## src/rtl/data_unloader_pkg.sv

```systemverilog
// Shared types and helpers for the APF bridge read-back path (data_unloader).
// Holds the fetch FSM states, the fetch kind and the bridge endian swap.
package data_unloader_pkg;

   typedef enum logic [1:0] {
      IDLE  = 2'd0,
      ISSUE = 2'd1,
      WAIT  = 2'd2,
      DONE  = 2'd3
   } fetch_state_t;

   typedef enum logic {
      KIND_DEMAND   = 1'b0,
      KIND_PREFETCH = 1'b1
   } fetch_kind_t;

   // The bridge wants big-endian words unless the host asked for little.
   function automatic logic [31:0] endian_swap(input logic [31:0] a, input logic little);
      return little ? a : {a[7:0], a[15:8], a[23:16], a[31:24]};
   endfunction

endpackage

```

## src/rtl/unloader_word_fetch.sv

```systemverilog
// Fetches one 32-bit word as 4/MEM_WORD_SIZE narrow memory reads and assembles it.
// A new start is accepted in IDLE or in DONE, so back-to-back fetches keep busy high.
module unloader_word_fetch
   import data_unloader_pkg::*;
#(
   parameter int ADDRESS_SIZE         = 14,
   parameter int READ_MEM_CLOCK_DELAY = 4,
   parameter int MEM_WORD_SIZE        = 1
) (
   input  logic                       clk_74a,
   input  logic                       reset,
   input  logic                       start,
   input  logic [ADDRESS_SIZE:0]      base,
   input  logic [8*MEM_WORD_SIZE-1:0] read_data,
   output logic                       read_en,
   output logic [ADDRESS_SIZE:0]      read_addr,
   output logic                       busy,
   output logic                       done,
   output logic [31:0]                word,
   output logic [1:0]                 state_dbg
);

   localparam int AW = ADDRESS_SIZE + 1;
   localparam int N  = 4 / MEM_WORD_SIZE;
   localparam int W  = 8 * MEM_WORD_SIZE;
   localparam logic [1:0] K_LAST   = 2'(N - 1);
   localparam logic [7:0] CNT_INIT = 8'(READ_MEM_CLOCK_DELAY - 1);

   fetch_state_t state, state_nxt;
   logic [1:0]   k;
   logic [7:0]   cnt;
   logic [31:0]  asm_q;
   logic         accept;

   assign accept    = start && (state == IDLE || state == DONE);
   assign read_en   = (state == ISSUE);
   assign busy      = (state != IDLE);
   assign done      = (state == DONE);
   assign word      = asm_q;
   assign state_dbg = state;

   always_ff @(posedge clk_74a or posedge reset) begin
      if (reset) state <= IDLE;
      else       state <= state_nxt;
   end

   always_comb begin
      state_nxt = state;
      case (state)
         IDLE:    if (start) state_nxt = ISSUE;
         ISSUE:   state_nxt = WAIT;
         WAIT:    if (cnt == 8'd0) state_nxt = (k == K_LAST) ? DONE : ISSUE;
         DONE:    state_nxt = start ? ISSUE : IDLE;
         default: state_nxt = IDLE;
      endcase
   end

   // read_addr holds the current sub-read address; it advances as each slot lands.
   always_ff @(posedge clk_74a or posedge reset) begin
      if (reset) begin
         k         <= 2'd0;
         cnt       <= 8'd0;
         asm_q     <= 32'd0;
         read_addr <= '0;
      end else if (accept) begin
         k         <= 2'd0;
         asm_q     <= 32'd0;
         read_addr <= base;
      end else begin
         case (state)
            ISSUE: cnt <= CNT_INIT;
            WAIT: begin
               if (cnt == 8'd0) begin
                  asm_q[int'(k)*W +: W] <= read_data;
                  if (k != K_LAST) begin
                     k         <= k + 2'd1;
                     read_addr <= read_addr + AW'(MEM_WORD_SIZE);
                  end
               end else begin
                  cnt <= cnt - 8'd1;
               end
            end
            default: ;
         endcase
      end
   end

endmodule

```

## src/rtl/data_unloader.sv

```systemverilog
// APF bridge read server: demand fetch, sequential prefetch and one pending request.
// Word assembly lives in unloader_word_fetch; this level decides what to fetch next.
module data_unloader
   import data_unloader_pkg::*;
#(
   parameter int ADDRESS_MASK_UPPER_4 = 0,
   parameter int ADDRESS_SIZE         = 14,
   parameter int READ_MEM_CLOCK_DELAY = 4,
   parameter int MEM_WORD_SIZE        = 1,
   parameter int PREFETCH             = 1
) (
   input  logic                       clk_74a,
   input  logic                       reset,
   input  logic                       bridge_rd,
   input  logic                       bridge_endian_little,
   input  logic [31:0]                bridge_addr,
   output logic [31:0]                bridge_rd_data,
   output logic                       rd_busy,
   output logic                       read_en,
   output logic [ADDRESS_SIZE:0]      read_addr,
   input  logic [8*MEM_WORD_SIZE-1:0] read_data
);

   localparam int AW = ADDRESS_SIZE + 1;

   logic              hit;
   logic [AW-1:0]     hit_addr;
   logic              f_busy, f_done;
   logic [31:0]       f_word;
   logic [1:0]        f_state;
   logic              unused_bits;

   fetch_kind_t       cur_kind;
   logic [AW-1:0]     cur_addr;
   logic              cur_little;
   logic              pf_valid;
   logic [AW-1:0]     pf_addr;
   logic [31:0]       pf_word;
   logic              pend;
   logic [AW-1:0]     pend_addr;
   logic              pend_little;

   logic              start;
   fetch_kind_t       start_kind;
   logic [AW-1:0]     start_base;
   logic              start_little;
   logic              serve;
   logic [31:0]       serve_word;
   logic              serve_little;
   logic              pf_store;
   logic              eff_pend;
   logic [AW-1:0]     eff_addr;
   logic              eff_little;

   assign hit         = bridge_rd && (bridge_addr[31:28] == 4'(ADDRESS_MASK_UPPER_4));
   assign hit_addr    = {bridge_addr[ADDRESS_SIZE:2], 2'b00};
   assign rd_busy     = f_busy;
   assign unused_bits = ^{bridge_addr[27:ADDRESS_SIZE+1], bridge_addr[1:0], f_state};

   // A hit landing on the DONE cycle itself is treated like an already-latched pend.
   assign eff_pend   = pend || hit;
   assign eff_addr   = hit ? hit_addr : pend_addr;
   assign eff_little = hit ? bridge_endian_little : pend_little;

   always_comb begin
      start        = 1'b0;
      start_kind   = KIND_DEMAND;
      start_base   = '0;
      start_little = 1'b0;
      serve        = 1'b0;
      serve_word   = 32'd0;
      serve_little = 1'b0;
      pf_store     = 1'b0;
      if (!f_busy) begin
         if (hit) begin
            start = 1'b1;
            if (PREFETCH != 0 && pf_valid && hit_addr == pf_addr) begin
               serve        = 1'b1;
               serve_word   = pf_word;
               serve_little = bridge_endian_little;
               start_kind   = KIND_PREFETCH;
               start_base   = hit_addr + AW'(4);
            end else begin
               start_base   = hit_addr;
               start_little = bridge_endian_little;
            end
         end
      end else if (f_done) begin
         if (cur_kind == KIND_DEMAND) begin
            serve        = 1'b1;
            serve_word   = f_word;
            serve_little = cur_little;
            if (eff_pend) begin
               start        = 1'b1;
               start_base   = eff_addr;
               start_little = eff_little;
            end else if (PREFETCH != 0) begin
               start      = 1'b1;
               start_kind = KIND_PREFETCH;
               start_base = cur_addr + AW'(4);
            end
         end else if (eff_pend && eff_addr == cur_addr) begin
            // The host caught up with the prefetch: hand it over and run ahead again.
            serve        = 1'b1;
            serve_word   = f_word;
            serve_little = eff_little;
            start        = 1'b1;
            start_kind   = KIND_PREFETCH;
            start_base   = cur_addr + AW'(4);
         end else begin
            pf_store = 1'b1;
            if (eff_pend) begin
               start        = 1'b1;
               start_base   = eff_addr;
               start_little = eff_little;
            end
         end
      end
   end

   always_ff @(posedge clk_74a or posedge reset) begin
      if (reset) begin
         bridge_rd_data <= 32'd0;
         cur_kind       <= KIND_DEMAND;
         cur_addr       <= '0;
         cur_little     <= 1'b0;
         pf_valid       <= 1'b0;
         pf_addr        <= '0;
         pf_word        <= 32'd0;
         pend           <= 1'b0;
         pend_addr      <= '0;
         pend_little    <= 1'b0;
      end else begin
         if (serve) bridge_rd_data <= endian_swap(serve_word, serve_little);
         if (pf_store) begin
            pf_word  <= f_word;
            pf_valid <= 1'b1;
         end
         if (start) begin
            cur_kind   <= start_kind;
            cur_addr   <= start_base;
            cur_little <= start_little;
            if (start_kind == KIND_PREFETCH) begin
               pf_addr  <= start_base;
               pf_valid <= 1'b0;
            end
         end
         if (f_done) begin
            pend <= 1'b0;
         end else if (hit && f_busy) begin
            pend        <= 1'b1;
            pend_addr   <= hit_addr;
            pend_little <= bridge_endian_little;
         end
      end
   end

   unloader_word_fetch #(
      .ADDRESS_SIZE        (ADDRESS_SIZE),
      .READ_MEM_CLOCK_DELAY(READ_MEM_CLOCK_DELAY),
      .MEM_WORD_SIZE       (MEM_WORD_SIZE)
   ) u_fetch (
      .clk_74a  (clk_74a),
      .reset    (reset),
      .start    (start),
      .base     (start_base),
      .read_data(read_data),
      .read_en  (read_en),
      .read_addr(read_addr),
      .busy     (f_busy),
      .done     (f_done),
      .word     (f_word),
      .state_dbg(f_state)
   );

endmodule
```

## config.mk

```make
export PLATFORM = sky130hd
export DESIGN_NAME = data_unloader
export DESIGN_NICKNAME = d
export VERILOG_FILES = /design/src/rtl/data_unloader_pkg.sv /design/src/rtl/unloader_word_fetch.sv /design/src/rtl/data_unloader.sv
export SDC_FILE = /design/constraint.sdc
export NUM_CORES = 1
export LEC_CHECK = 0
export ABC_AREA = 0
export BUFFER_PORTS_ARGS = -buffer_cell sky130_fd_sc_hd__buf_4
export CAP_MARGIN = 20
export CORE_MARGIN = 1
export CORE_UTILIZATION = 34
export CTS_CLUSTER_SIZE = 16
export DETAILED_ROUTE_END_ITERATION = 12
export SETUP_SLACK_MARGIN = 0.2
export SLEW_MARGIN = 10
export SYNTH_ARGS = -nofsm -noshare
export SYNTH_HDL_FRONTEND = slang
export SYNTH_SLANG_ARGS = --single-unit
export TNS_END_PERCENT = 10
```

## constraint.sdc

```tcl
create_clock -name clk_74a -period 6 [get_ports clk_74a]
set_clock_uncertainty 0.05 [all_clocks]
set_input_delay 0.6 -clock clk_74a [delete_from_list [all_inputs] [get_ports clk_74a]]
set_output_delay 0.6 -clock clk_74a [all_outputs]
set_load 0.02 [all_outputs]
```

==> flow_summary.toml <==
[status]
status = "finished, violations left"
violations = "DRC"

[setup_path]
slowest_stage = "nor2_2"
setup.worst_path.class = "in2reg"
arrival_ns = 4.25
slowest_delay_ns = 0.55
required_ns = 6.31
critical_path.endpoint_type = "flip-flop"
critical_path_peak_fanout = 36
cp_cell_sequence = "buf_4 > or3b_1 > nor2_2 > mux2_2 > a21oi_1 > and4_1 > a31o_2 > buf_4 > a221oi_1 > o2bb2ai_1"
crit_top_cell = "buf_4"
crit_path_start_kind = "input port"
r2r-start = "pf_addr[14]"
worstSetupStartpoint = "bridge_addr[29]"
reg2reg_depth = 8

[layout]
final_cell_mix = "dfrtp_1 (171), buf_4 (88), nand2_1 (80)"
n_antenna_cell = 0
area_delta_synth_final_pct = 15.0
final_nets = 1066
drive_gt1_frac = 0.239
layout_commonest_cell = "dfrtp_1"

[timing]
tns_ns = 0
holdWs_ns = 0.155
slew_headroom = 0.286
rsz0062_at_grt = "no"
fin_ws_ns = 2.06
fin_crit_ns = 3.94
finalSetupViolCount = 0
min_period_over_period = 0.657
tightest_slew_ns = 1.07
drv_slew = 0
finalHoldViolations = 0
max_freq_mhz = 254

[global_route]
antenna_found_initial = 0
track_usage = 0.185
grt_pass1_vias = 7846
grt_start_max_net_pins = 72
grt_pass1_wl_um = 44300
grt_overflow = 0

[synthesis]
synth_area_leaders = "dfrtp_1 (43%), mux2_2 (7.3%), a221oi_2 (4.6%), a221oi_1 (3.2%), nand2_1 (3.0%)"
yosysSeqAreaShare = 0.433
avgSynthCellArea_um2 = 10.2
synth_ff_type = "dfrtp_1"
synth_top_area_frac = 0.433
syn_area_um2 = 9890
synth_top_cell_by_area = "dfrtp_1"
synth_warnings = 0
ys_async_sr_fraction = 1.00
synth_nets = 1028
syn_inst = 970
ys_ff_latch = 171
ys_types = 79
synth_edf_count = 0

[power_and_ir_drop]
leakage_nw = 4.88
vdd_drop_max_v = 0.000251
power.density_nw_per_um2 = 458

[place]
gp_congestion = 0.917
dpl.hpwl_um = 18400
place_ws_ns = 1.61
portBuffers = 77

[die]
die_h_um = 173
initial_core_util = 0.345
dieArea_um2 = 29800
die_w_um = 173
ios = 93
coreArea_um2 = 28600
placementRows = 62

[drt]
vias = 8056
route.detailed.drc = 2
first_pass_iters = 12
ant_nets = 0
routed_via_density = 5.73
totalWireLength_um = 27000
drt_iter0_drc = 684
wire_per_inst_um = 19.2

[clock_tree]
postCtsSetupRepairBufs = 0
cts.sinks = 171
clk_latency_ns = 0.45
clock_path_buffers = 2
ctsHoldBuffers = 0
cts_inserted_buffers = 17
ctsRootBufferMaster = "clkbuf_16"
cts.clk_slew.worst_paths_ns = 0.09
ctsResizeCount = 0
htree_levels = 4
cts_tree = "done"

[min_path]
worstHoldPathType = "in2async"

[flow_run]
max_cap_violations = 0
worst max-delay path: cells and delay by family:
| family | cells | cell delay [ns] |
|---|---|---|
| buffers and inverters | 2 | 0.59 |
| muxes | 1 | 0.41 |
| AOI/OAI and AO/OA | 4 | 1.04 |
| and+or+nand+nor | 3 | 1.57 |
kinds of logic (layout without fill, tap and decap cells):
logic type,after synthesis,after routing,synth area share
compound gates,282,282,0.232
simple gates,272,272,0.140
flops,171,171,0.433
buf+inv,104,155,0.0478
mux,71,71,0.0802
xor+xnor,56,56,0.0496
fa+ha+maj,14,14,0.0177
metal layers:
metal	up-vias	share of wire	global-route usage
met5	-	0	0
met4	0	0.022	0.0614
met3	40	0.050	0.0266
met2	272	0.47	0.297
met1	4037	0.46	0.256
li1	3707	-	-
report_power, final:
part / switching, mW / leakage (nW) / internal (mW) / total, mW
logic: 1.13 / 2.36 / 0.892 / 2.02
clock network: 0.595 / 0.305 / 0.580 / 1.18
registers: 0.452 / 2.21 / 1.56 / 2.02
area by class of cell:
class                           count  area, µm²
Sequential cell                   171       4280
Fill cell                        2801      17300
Clock buffer                       17        425
Multi-Input combinational cell    695       5180
Clock inverter                     15        216
Inverter                           35        136
Tap cell                          384        480
Timing Repair Buffer               88        661
sequential cells by signal, indices dropped and copies added (netlist names), 2 cells and up:
signal and count:
bridge_rd_data 32, u_fetch.k 2, cur_addr 15, u_fetch.state_dbg 2
pf_addr 15, u_fetch.read_addr 15, pend_addr 13, u_fetch.word 32
pf_word 32, u_fetch.cnt 8
worst paths after layout:
path                                           end  slack (ns)
worst max-delay path            bridge_rd_data[11]        2.06
worst min-delay path            bridge_rd_data[20]        0.15
worst max register to register          pf_addr[5]        2.26
worst min register to register        pend_addr[5]        0.44
max in group asynchronous         u_fetch.word[24]        4.43
min in group clk_74a              u_fetch.word[13]        0.39
synthesized netlist by cell type, types with 4 or more instances:
master and instances:
dfrtp_1 171, nand2_1 80, mux2_2 64, nor2_1 64, a21oi_1 55, clkbuf_1 41, a221oi_1 36, o21ai_0 36
inv_1 35, nand3_1 34, o2bb2ai_1 34, a221oi_2 30, xnor2_1 28, xor2_1 28, a22oi_1 21, nand4_1 16
ha_1 14, and3_1 12, buf_2 11, nor3_1 10, o22ai_1 9, buf_6 8, nor4_1 8, nand2b_1 7
and2_1 6, buf_1 6, o211ai_1 6, a211oi_1 5, a21o_1 5, mux2i_1 5, o21a_1 5, and4_1 4
nor2b_1 4
metrics by stage:
stage / instance area (µm²) / std cells / utilization / power, mW
finish: 11400 / 1405 / 0.397 / 5.21
global route: 11400 / 1405 / 0.397 / 5.51
CTS: 11400 / 1405 / 0.397 / 5.24
detailed placement: 10700 / 1373 / 0.375 / 4.05
global placement: 10700 / 1373 / 0.375 / 4.01
floorplan: 9890 / 970 / - / 3.38
(Power assumes the default switching activity.)
